## src/rtl/rf_dump_reader_pkg.sv

```systemverilog
// rtl/rf_dump_reader_pkg.sv - shared state encodings and record sizes for the register-file dump reader
package rf_dump_reader_pkg;

    typedef enum logic [1:0] {
        S_IDLE = 2'd0,
        S_LOAD = 2'd1,
        S_SEND = 2'd2,
        S_DONE = 2'd3
    } state_t;

    localparam int REC_BYTES_IDX = 5;
    localparam int REC_BYTES_RAW = 4;

endpackage

```

## src/rtl/rf_dump_reader_word_serializer.sv

```systemverilog
// rtl/rf_dump_reader_word_serializer.sv - emits an optional tag byte plus a 32-bit word MSB-first over valid/ready
module word_serializer
    import rf_dump_reader_pkg::*;
#(
    parameter bit EMIT_TAG = 1'b1
) (
    input  logic        clk,
    input  logic        rstn,
    input  logic        load,
    input  logic [31:0] word,
    input  logic [7:0]  tag,
    output logic [7:0]  tdata,
    output logic        tvalid,
    input  logic        tready,
    output logic        last_xfer
);

    localparam logic [2:0] LAST_SEL = EMIT_TAG ? 3'(REC_BYTES_IDX - 1) : 3'(REC_BYTES_RAW - 1);

    logic [31:0] shadow;
    logic [7:0]  tag_q;
    logic [2:0]  bsel;
    logic        active;

    always_ff @(posedge clk) begin
        if (!rstn) begin
            shadow <= '0;
            tag_q  <= '0;
            bsel   <= '0;
            active <= 1'b0;
        end else if (load) begin
            shadow <= word;
            tag_q  <= tag;
            bsel   <= '0;
            active <= 1'b1;
        end else if (active && tready) begin
            if (bsel == LAST_SEL) begin
                active <= 1'b0;
            end else begin
                bsel <= bsel + 3'd1;
            end
        end
    end

    assign tvalid    = active;
    assign last_xfer = active && tready && (bsel == LAST_SEL);

    // Output is forced to zero when idle so the sink never sees a stale byte.
    always_comb begin
        tdata = '0;
        if (active) begin
            if (EMIT_TAG) begin
                case (bsel)
                    3'd0:    tdata = tag_q;
                    3'd1:    tdata = shadow[31:24];
                    3'd2:    tdata = shadow[23:16];
                    3'd3:    tdata = shadow[15:8];
                    3'd4:    tdata = shadow[7:0];
                    default: tdata = '0;
                endcase
            end else begin
                case (bsel)
                    3'd0:    tdata = shadow[31:24];
                    3'd1:    tdata = shadow[23:16];
                    3'd2:    tdata = shadow[15:8];
                    3'd3:    tdata = shadow[7:0];
                    default: tdata = '0;
                endcase
            end
        end
    end

endmodule

```

## src/rtl/rf_dump_reader.sv

```systemverilog
// rtl/rf_dump_reader.sv - walks the register-file debug port and streams each register as a byte record
module rf_dump_reader
    import rf_dump_reader_pkg::*;
#(
    parameter int FIRST_REG  = 0,
    parameter int LAST_REG   = 31,
    parameter int EMIT_INDEX = 1
) (
    input  logic        clk,
    input  logic        rstn,
    input  logic        start,
    output logic        busy,
    output logic        done,
    output logic [4:0]  ra_dbg,
    input  logic [31:0] rd_dbg,
    output logic [7:0]  out_data,
    output logic        out_valid,
    input  logic        out_ready
);

    localparam logic [4:0] FIRST_IDX = 5'(FIRST_REG);
    localparam logic [4:0] LAST_IDX  = 5'(LAST_REG);

    state_t     state, state_nxt;
    logic [4:0] idx;
    logic       ser_load;
    logic       last_xfer;

    // idx is compared before incrementing so LAST_REG=31 never wraps to 0 mid-dump.
    always_ff @(posedge clk) begin
        if (!rstn) begin
            state <= S_IDLE;
            idx   <= FIRST_IDX;
        end else begin
            state <= state_nxt;
            if (state == S_SEND && last_xfer && idx != LAST_IDX) begin
                idx <= idx + 5'd1;
            end else if (state == S_DONE) begin
                idx <= FIRST_IDX;
            end
        end
    end

    always_comb begin
        state_nxt = state;
        ser_load  = 1'b0;
        done      = 1'b0;
        case (state)
            S_IDLE: if (start) state_nxt = S_LOAD;
            S_LOAD: begin
                ser_load  = 1'b1;
                state_nxt = S_SEND;
            end
            S_SEND: if (last_xfer) state_nxt = (idx == LAST_IDX) ? S_DONE : S_LOAD;
            S_DONE: begin
                done      = 1'b1;
                state_nxt = S_IDLE;
            end
            default: state_nxt = S_IDLE;
        endcase
    end

    assign busy   = (state != S_IDLE);
    assign ra_dbg = idx;

    word_serializer #(
        .EMIT_TAG (EMIT_INDEX != 0)
    ) u_ser (
        .clk       (clk),
        .rstn      (rstn),
        .load      (ser_load),
        .word      (rd_dbg),
        .tag       ({3'b000, idx}),
        .tdata     (out_data),
        .tvalid    (out_valid),
        .tready    (out_ready),
        .last_xfer (last_xfer)
    );

endmodule

```

## config.mk

```make
export PLATFORM = sky130hd
export DESIGN_NAME = rf_dump_reader
export DESIGN_NICKNAME = d
export VERILOG_FILES = /design/src/rtl/rf_dump_reader_pkg.sv /design/src/rtl/rf_dump_reader_word_serializer.sv /design/src/rtl/rf_dump_reader.sv
export SDC_FILE = /design/constraint.sdc
export NUM_CORES = 1
export LEC_CHECK = 0
export CORE_AREA = 2 2 56 110
export CTS_CLUSTER_DIAMETER = 40
export DETAILED_ROUTE_END_ITERATION = 10
export DIE_AREA = 0 0 58 112
export PLACE_DENSITY = 0.73
export SLEW_MARGIN = 10
export SYNTH_ARGS = -nofsm -noshare
export SYNTH_HDL_FRONTEND = slang
export SYNTH_HIERARCHICAL = 1
export SYNTH_SLANG_ARGS = --single-unit
export TNS_END_PERCENT = 10
```

## constraint.sdc

```tcl
create_clock -name clk -period 2.2 [get_ports clk]
set_clock_uncertainty 0.1 [all_clocks]
set_input_delay 0.33 -clock clk [delete_from_list [all_inputs] [get_ports clk]]
set_output_delay 0.33 -clock clk [all_outputs]
set_load 0.005 [all_outputs]
```

# Word level (Yosys, flattened, before mapping)
# Index checks and enable logic that the tools add are counted.
# W data, S select, Z words.
dict set report op_classes {
  eq_ne 11
  reduce_logical 14
  bitwise 2
  n_addsub 2
  muxes 13
}
# operator n
set ops {}
lappend ops {{$pmux W8 S5} 1}
lappend ops {{$mux W5} 2}
lappend ops {{$mux W8} 1}
lappend ops {{$pmux W2 S4} 1}
lappend ops {{$reduce_bool A2 Y1} 4}
lappend ops {{$eq A3 B2 Y1 const B} 2}
lappend ops {{$mux W2} 3}
lappend ops {{$reduce_and A2 Y1} 3}
lappend ops {{$add A5 B1 Y5 const B} 1}
lappend ops {{$eq A5 B5 Y1 const B} 1}
lappend ops {{$mux W1} 5}
lappend ops {{$ne A5 B5 Y1 const B} 1}
lappend ops {{$eq A2 B2 Y1 const B} 2}
lappend ops {{$logic_and A1 B1 Y1} 4}
lappend ops {{$ne A2 B2 Y1 const B} 2}
lappend ops {{$add A3 B1 Y3 const B} 1}
lappend ops {{$eq A3 B1 Y1 const B} 1}
lappend ops {{$eq A3 B3 Y1 const B} 1}
lappend ops {{$logic_not A3 Y1} 1}
lappend ops {{$eq A2 B1 Y1 const B} 1}
lappend ops {{$logic_not A2 Y1} 1}
lappend ops {{$not A1 Y1} 2}
lappend ops {{$reduce_or A2 Y1} 1}
dict set report word_totals {
  word_cells 48
  register_bits 48
}

# Depth between registers and ports, before layout
# Gate-level depths: netlist of the first run.
dict set report logic_depth {
  word_depth 5
  depth_mapped 10
}

# By module
# Netlist of the first run, hierarchy kept.
# module instances area_each_um2 cells_each
set modules_own_cells {}
lappend modules_own_cells {word_serializer 1 2043.2 197}
lappend modules_own_cells {rf_dump_reader 1 432.9 46}

# Least setup slack after synthesis of the first run
# No wires, ideal clock.
dict set report synth_path {
  path_type {register -> register}
  startpoint {reg u_ser.bsel[0]}
  endpoint {reg idx[3] (netlist: ra_dbg[3])}
  required_ns 1.980
  slack_ns 0.265
  setup_time_ns 0.120
  synth_period_minus_slack_ns 1.935
  arrival_time_ns 1.715
  stages_incl_launch_ff 11
  n_path_buf 2
  path_cell_list {dfxtp_1 inv_1 ha_1 buf_4 nand2_1 nor2_1 nor2b_4 buf_6 nand4_4 and3b_1 o31a_1}
}
dict set report synth_via {
  elab_chain_len 5
  elab_cells_between_ends 6
  classes_between {eq/ne (1); mux (1); reduce/logical (4)}
}
# element line
set synth_lines {}
lappend synth_lines {{from (decl)} rf_dump_reader_word_serializer.sv:22} ;# logic [2:0] bsel;
lappend synth_lines {{from (signal assigned)} rf_dump_reader_word_serializer.sv:40} ;# bsel <= bsel + 3'd1;
lappend synth_lines {{$eq A3 B3 Y1 *} rf_dump_reader_word_serializer.sv:46} ;# assign last_xfer = active && tready && (bsel == LAST_SEL);
lappend synth_lines {{$logic_and A1 B1 Y1 *} rf_dump_reader_word_serializer.sv:46}
lappend synth_lines {{via last_xfer} rf_dump_reader.sv:27} ;# logic last_xfer;
lappend synth_lines {{$logic_and A1 B1 Y1 * (2 in a row)} rf_dump_reader.sv:36} ;# if (state == S_SEND && last_xfer && idx != LAST_IDX) begin
lappend synth_lines {{$mux W5 / $reduce_bool A2 Y1 (equally long branches)} -}
lappend synth_lines {{to (signal assigned)} rf_dump_reader.sv:37} ;# idx <= idx + 5'd1;
lappend synth_lines {{to (decl)} rf_dump_reader.sv:25} ;# logic [4:0] idx;
# The timed path passes the listed nets; every way through them passes the cells marked *.
# A chain may end at the register's enable or synchronous reset.

# Worst setup path after layout of the first run
dict set report layout_path {
  startpoint {reg u_ser.bsel[1]}
  endpoint {out out_data[0]}
}
dict set report layout_via {
  elab_chain_len 3
  elab_cells_between_ends 7
  classes_between {eq/ne (4); mux (2); reduce/logical (1)}
}
# element line
set layout_lines {}
lappend layout_lines {{$eq A3 B3 Y1 (tied with other cells)} rf_dump_reader_word_serializer.sv:53} ;# case (bsel)
lappend layout_lines {{$pmux W8 S5 *} rf_dump_reader_word_serializer.sv:53}
lappend layout_lines {{$mux W8 *} rf_dump_reader_word_serializer.sv:51} ;# if (active) begin
lappend layout_lines {{to (decl)} rf_dump_reader.sv:16} ;# output logic [7:0] out_data,
# Every way passes the cells marked *; elsewhere a longest branch is shown, timed or not.

==> run_results.csv, run 1 <==
group,metric,value,unit
clock_network,cts_buffer_depth,2,
worst_setup_path,cp-start-kind,"register",
logic_synthesis,synth_cell_types,40,
logic_synthesis,synth_warnings,6,
detailed_routing,num_vias,1982,
timing,finalHoldViolCount,0,
clock_network,htree_num_levels,2,
final_layout,fin_nets,355,
clock_network,clk_latency,0.29,ns
pwr,swShare,22.05,%
pwr,p_sw,0.4563,mW
pwr,p_seq_share,47.9,%
place,placed_area,0.003129,mm2
place,pre_cts_slack,-0.05577,ns
logic_synthesis,synth.cell_area,0.002476,mm2
grt,antenna_found_initial,0,
detailed_routing,viasPerCell,5.299,
die,die_area,0.006496,mm2
grt,grt_use_total,18.95,%
detailed_routing,post-route-drc-count,0,
clock_network,numCtsBuffers,5,
die,die_w,58,um
final_layout,fin_cells,374,
clock_network,cts_root_buf,"clkbuf_16",
grt,grt_pass1_wl,9494,um
final_layout,final_cell_mix,"48 x dfxtp_1, 43 x clkdlybuf4s50_1, 42 x nor2b_1",
logic_synthesis,synth_top_area_share,41.23,%
logic_synthesis,ys_ff_latch,51,
clock_network,cts_tree,"built",
final_layout,final_common_cell,"dfxtp_1",
detailed_routing,wl_per_cell,15.95,um
timing,timing.final.crit_share,100.4,%
pwr,p_per_area,605.9,mW/mm2
timing,setup_viol,1,
timing,fin_crit,2.209,ns
grt,grt_max_degree,43,
run_status,status,"finished, violations left",
clock_network,cts.clk_slew.worst_paths,0.06,ns
pwr,internal-power,1.613,mW
worst_setup_path,crit_path_end_kind,"output pin",
pwr,total_power,2.070,mW
logic_synthesis,synthTopCellsByArea,"dfxtp_1 41%, mux2i_1 17%, nor2b_1 11%, ha_1 3.5%, a222oi_1 3.2%",
run_status,failed_checks,"negative setup slack",
pwr,p_clk_share,38.9,%
timing,drv_slew,0,
logic_synthesis,yosysTopAreaCell,"dfxtp_1",
timing,grt_setup_unrepaired,"true",
pwr,ir_drop,528.0,uV
timing,clock.fmax,452.7,MHz
die,ios,52,
grt,grt_pass1_vias,2036,
place,dp_hpwl,4078,um
detailed_routing,ant_nets,0,
place,io_buffers,51,
worst_setup_path,required,1.77,ns
pwr,leakagePower,1.235,nW
grt,gr-usage-met3,3.136,%
detailed_routing,routed_wl,5965,um
grt,gr-max-usage-layer,"met2",
die,rows,39,
final_layout,drive_gt1_share,19.17,%
die,core_area,0.005660,mm2
logic_synthesis,synth_seq_area_share,41.23,%
final_layout,n_antenna_cell,0,
grt,grt_overflow_total,0,
pwr,power_frac_comb,13.2,%
die,start_util,43.74,%
hold_path,min_path_type,"reg -> reg",
worst_setup_path,crit_fanout,5,
final_layout,fin_area,0.003416,mm2
grt,grt.met1_usage,20.06,%
timing,setup_ws,-0.008768,ns
detailed_routing,first_pass_iters,6,
flow_run,drv_cap,0,
place,gp_congestion,0.8116,
clock_network,cts_num_sinks,51,
worst_setup_path,path_class,"reg -> out",
logic_synthesis,synth_cells,243,
worst_setup_path,cp.arrival,1.78,ns
die,fp.dieH,112,um
grt,grt_use_met2,34.39,%
worst_setup_path,reg2reg_slack,0.12,ns
place,placed_cells,357,
final_layout,syn2layout_area_growth,37.95,%
detailed_routing,first_iter_violations,105,
logic_synthesis,syn_avg_cell_area,10.19,um2
==> path summary, 6_finish.rpt <==
kind | endpoint | cells after the start | from
max | out_data[0] | 8 | u_ser/bsel[1]
min | ra_dbg[4] | 2 | ra_dbg[4]
max reg2reg | ra_dbg[3] | 10 | u_ser/bsel[0]
min reg2reg | ra_dbg[4] | 2 | ra_dbg[4]
==> stage by stage <==
step / TNS, ns / utilization [%] / hold WS (ns)
2_1_floorplan: 0 / - / 0.3475
5_1_grt: -0.2448 / 60.34 / 0.4291
4_1_cts: -0.2560 / 60.12 / 0.4145
3_5_place_dp: -0.2613 / 55.28 / 0.4057
6_report: -0.008768 / 60.34 / 0.4123
3_3_place_gp: -0.07532 / 55.28 / 0.3965
==> layer usage <==
metal / share of wire, % / routed length, um
met5: 0 / 0
met4: 2.0 / 121
met3: 4.0 / 240
met2: 55 / 3267
met1: 39 / 2335
==> logic make-up (layout without fill, tap and decap cells) <==
logic type,Yosys count,after routing,synth area share [%]
multiplexers,41,41,16.57
other,1,3,0.1514
flip-flops,51,51,41.23
buffers and inverters,21,89,4.850
AO/OA/AOI/OAI,43,43,12.99
AND/OR/NAND/NOR,79,79,20.67
adder cells (fa/ha/maj),7,7,3.537
==> cell type report <==
| class | instances | area, um2 |
|---|---|---|
| Multi-Input combinational cell | 173 | 1398 |
| Timing Repair Buffer | 78 | 735.7 |
| Sequential cell | 51 | 1030 |
| Clock inverter | 1 | 7.507 |
| Fill cell | 518 | 2245 |
| Clock buffer | 7 | 152.6 |
| Tap cell | 61 | 76.32 |
| Inverter | 3 | 16.27 |
==> worst max-delay path, cell delays in order (launching register included) <==
cell and delay (ns):
dfxtp_4 0.38, inv_4 0.05, ha_4 0.18, buf_8 0.14
buf_6 0.10, a222oi_1 0.29, or2_0 0.15, a21oi_1 0.07
buf_2 0.13
==> power groups by stage <==
stage | Clock (mW) | Sequential (mW) | Combinational (mW)
finish | 0.805 | 0.992 | 0.273
global route | 0.857 | 0.996 | 0.294
CTS | 0.822 | 0.990 | 0.271
detailed placement | 0 | 1.01 | 0.250
global placement | 0 | 1.01 | 0.246
floorplan | 0 | 0.998 | 0.144
==> Yosys cell counts (all sizes together) <==
| cell | count |
|---|---|
| nand2 | 4 |
| a21oi | 12 |
| or3 | 1 |
| o21ba | 1 |
| o31ai | 1 |
| a21boi | 2 |
| o21ai | 5 |
| nor3b | 3 |
| mux2i | 41 |
| a222oi | 8 |
| and2b | 1 |
| ha | 7 |
| a32o | 1 |
| nand4 | 2 |
| or2b | 1 |
| dfxtp | 51 |
| a22oi | 8 |
| conb | 1 |
| nor2 | 2 |
| nand4b | 1 |
| and3b | 1 |
| nand3 | 1 |
| buf | 12 |
| and3 | 1 |
| inv | 3 |
| nor3 | 2 |
| nor2b | 44 |
| clkbuf | 6 |
| o21a | 3 |
| and2 | 3 |
| or2 | 10 |
| o31a | 2 |
| nand2b | 2 |
==> flip-flops by register name (all words and copies together) (netlist names) <==
signal / flops
ra_dbg: 5
u_ser/shadow: 32
state: 2
u_ser/tag_q: 8
u_ser/bsel: 3
u_ser/tvalid: 1
==> what timing repair did <==
action,CTS,global route
setup endpoints to repair,8,12
hold buffers,0,0
buffers inserted,8,2
pin swaps,10,7
gates resized for setup,44,6
Power figures use the tool's default switching activity.
==> run 2, diff against run 1 <==
SLEW_MARGIN = default   (was 10)
==> results of run 2 <==
No change in the layout: final DEF, timing and power equal those of run 1.
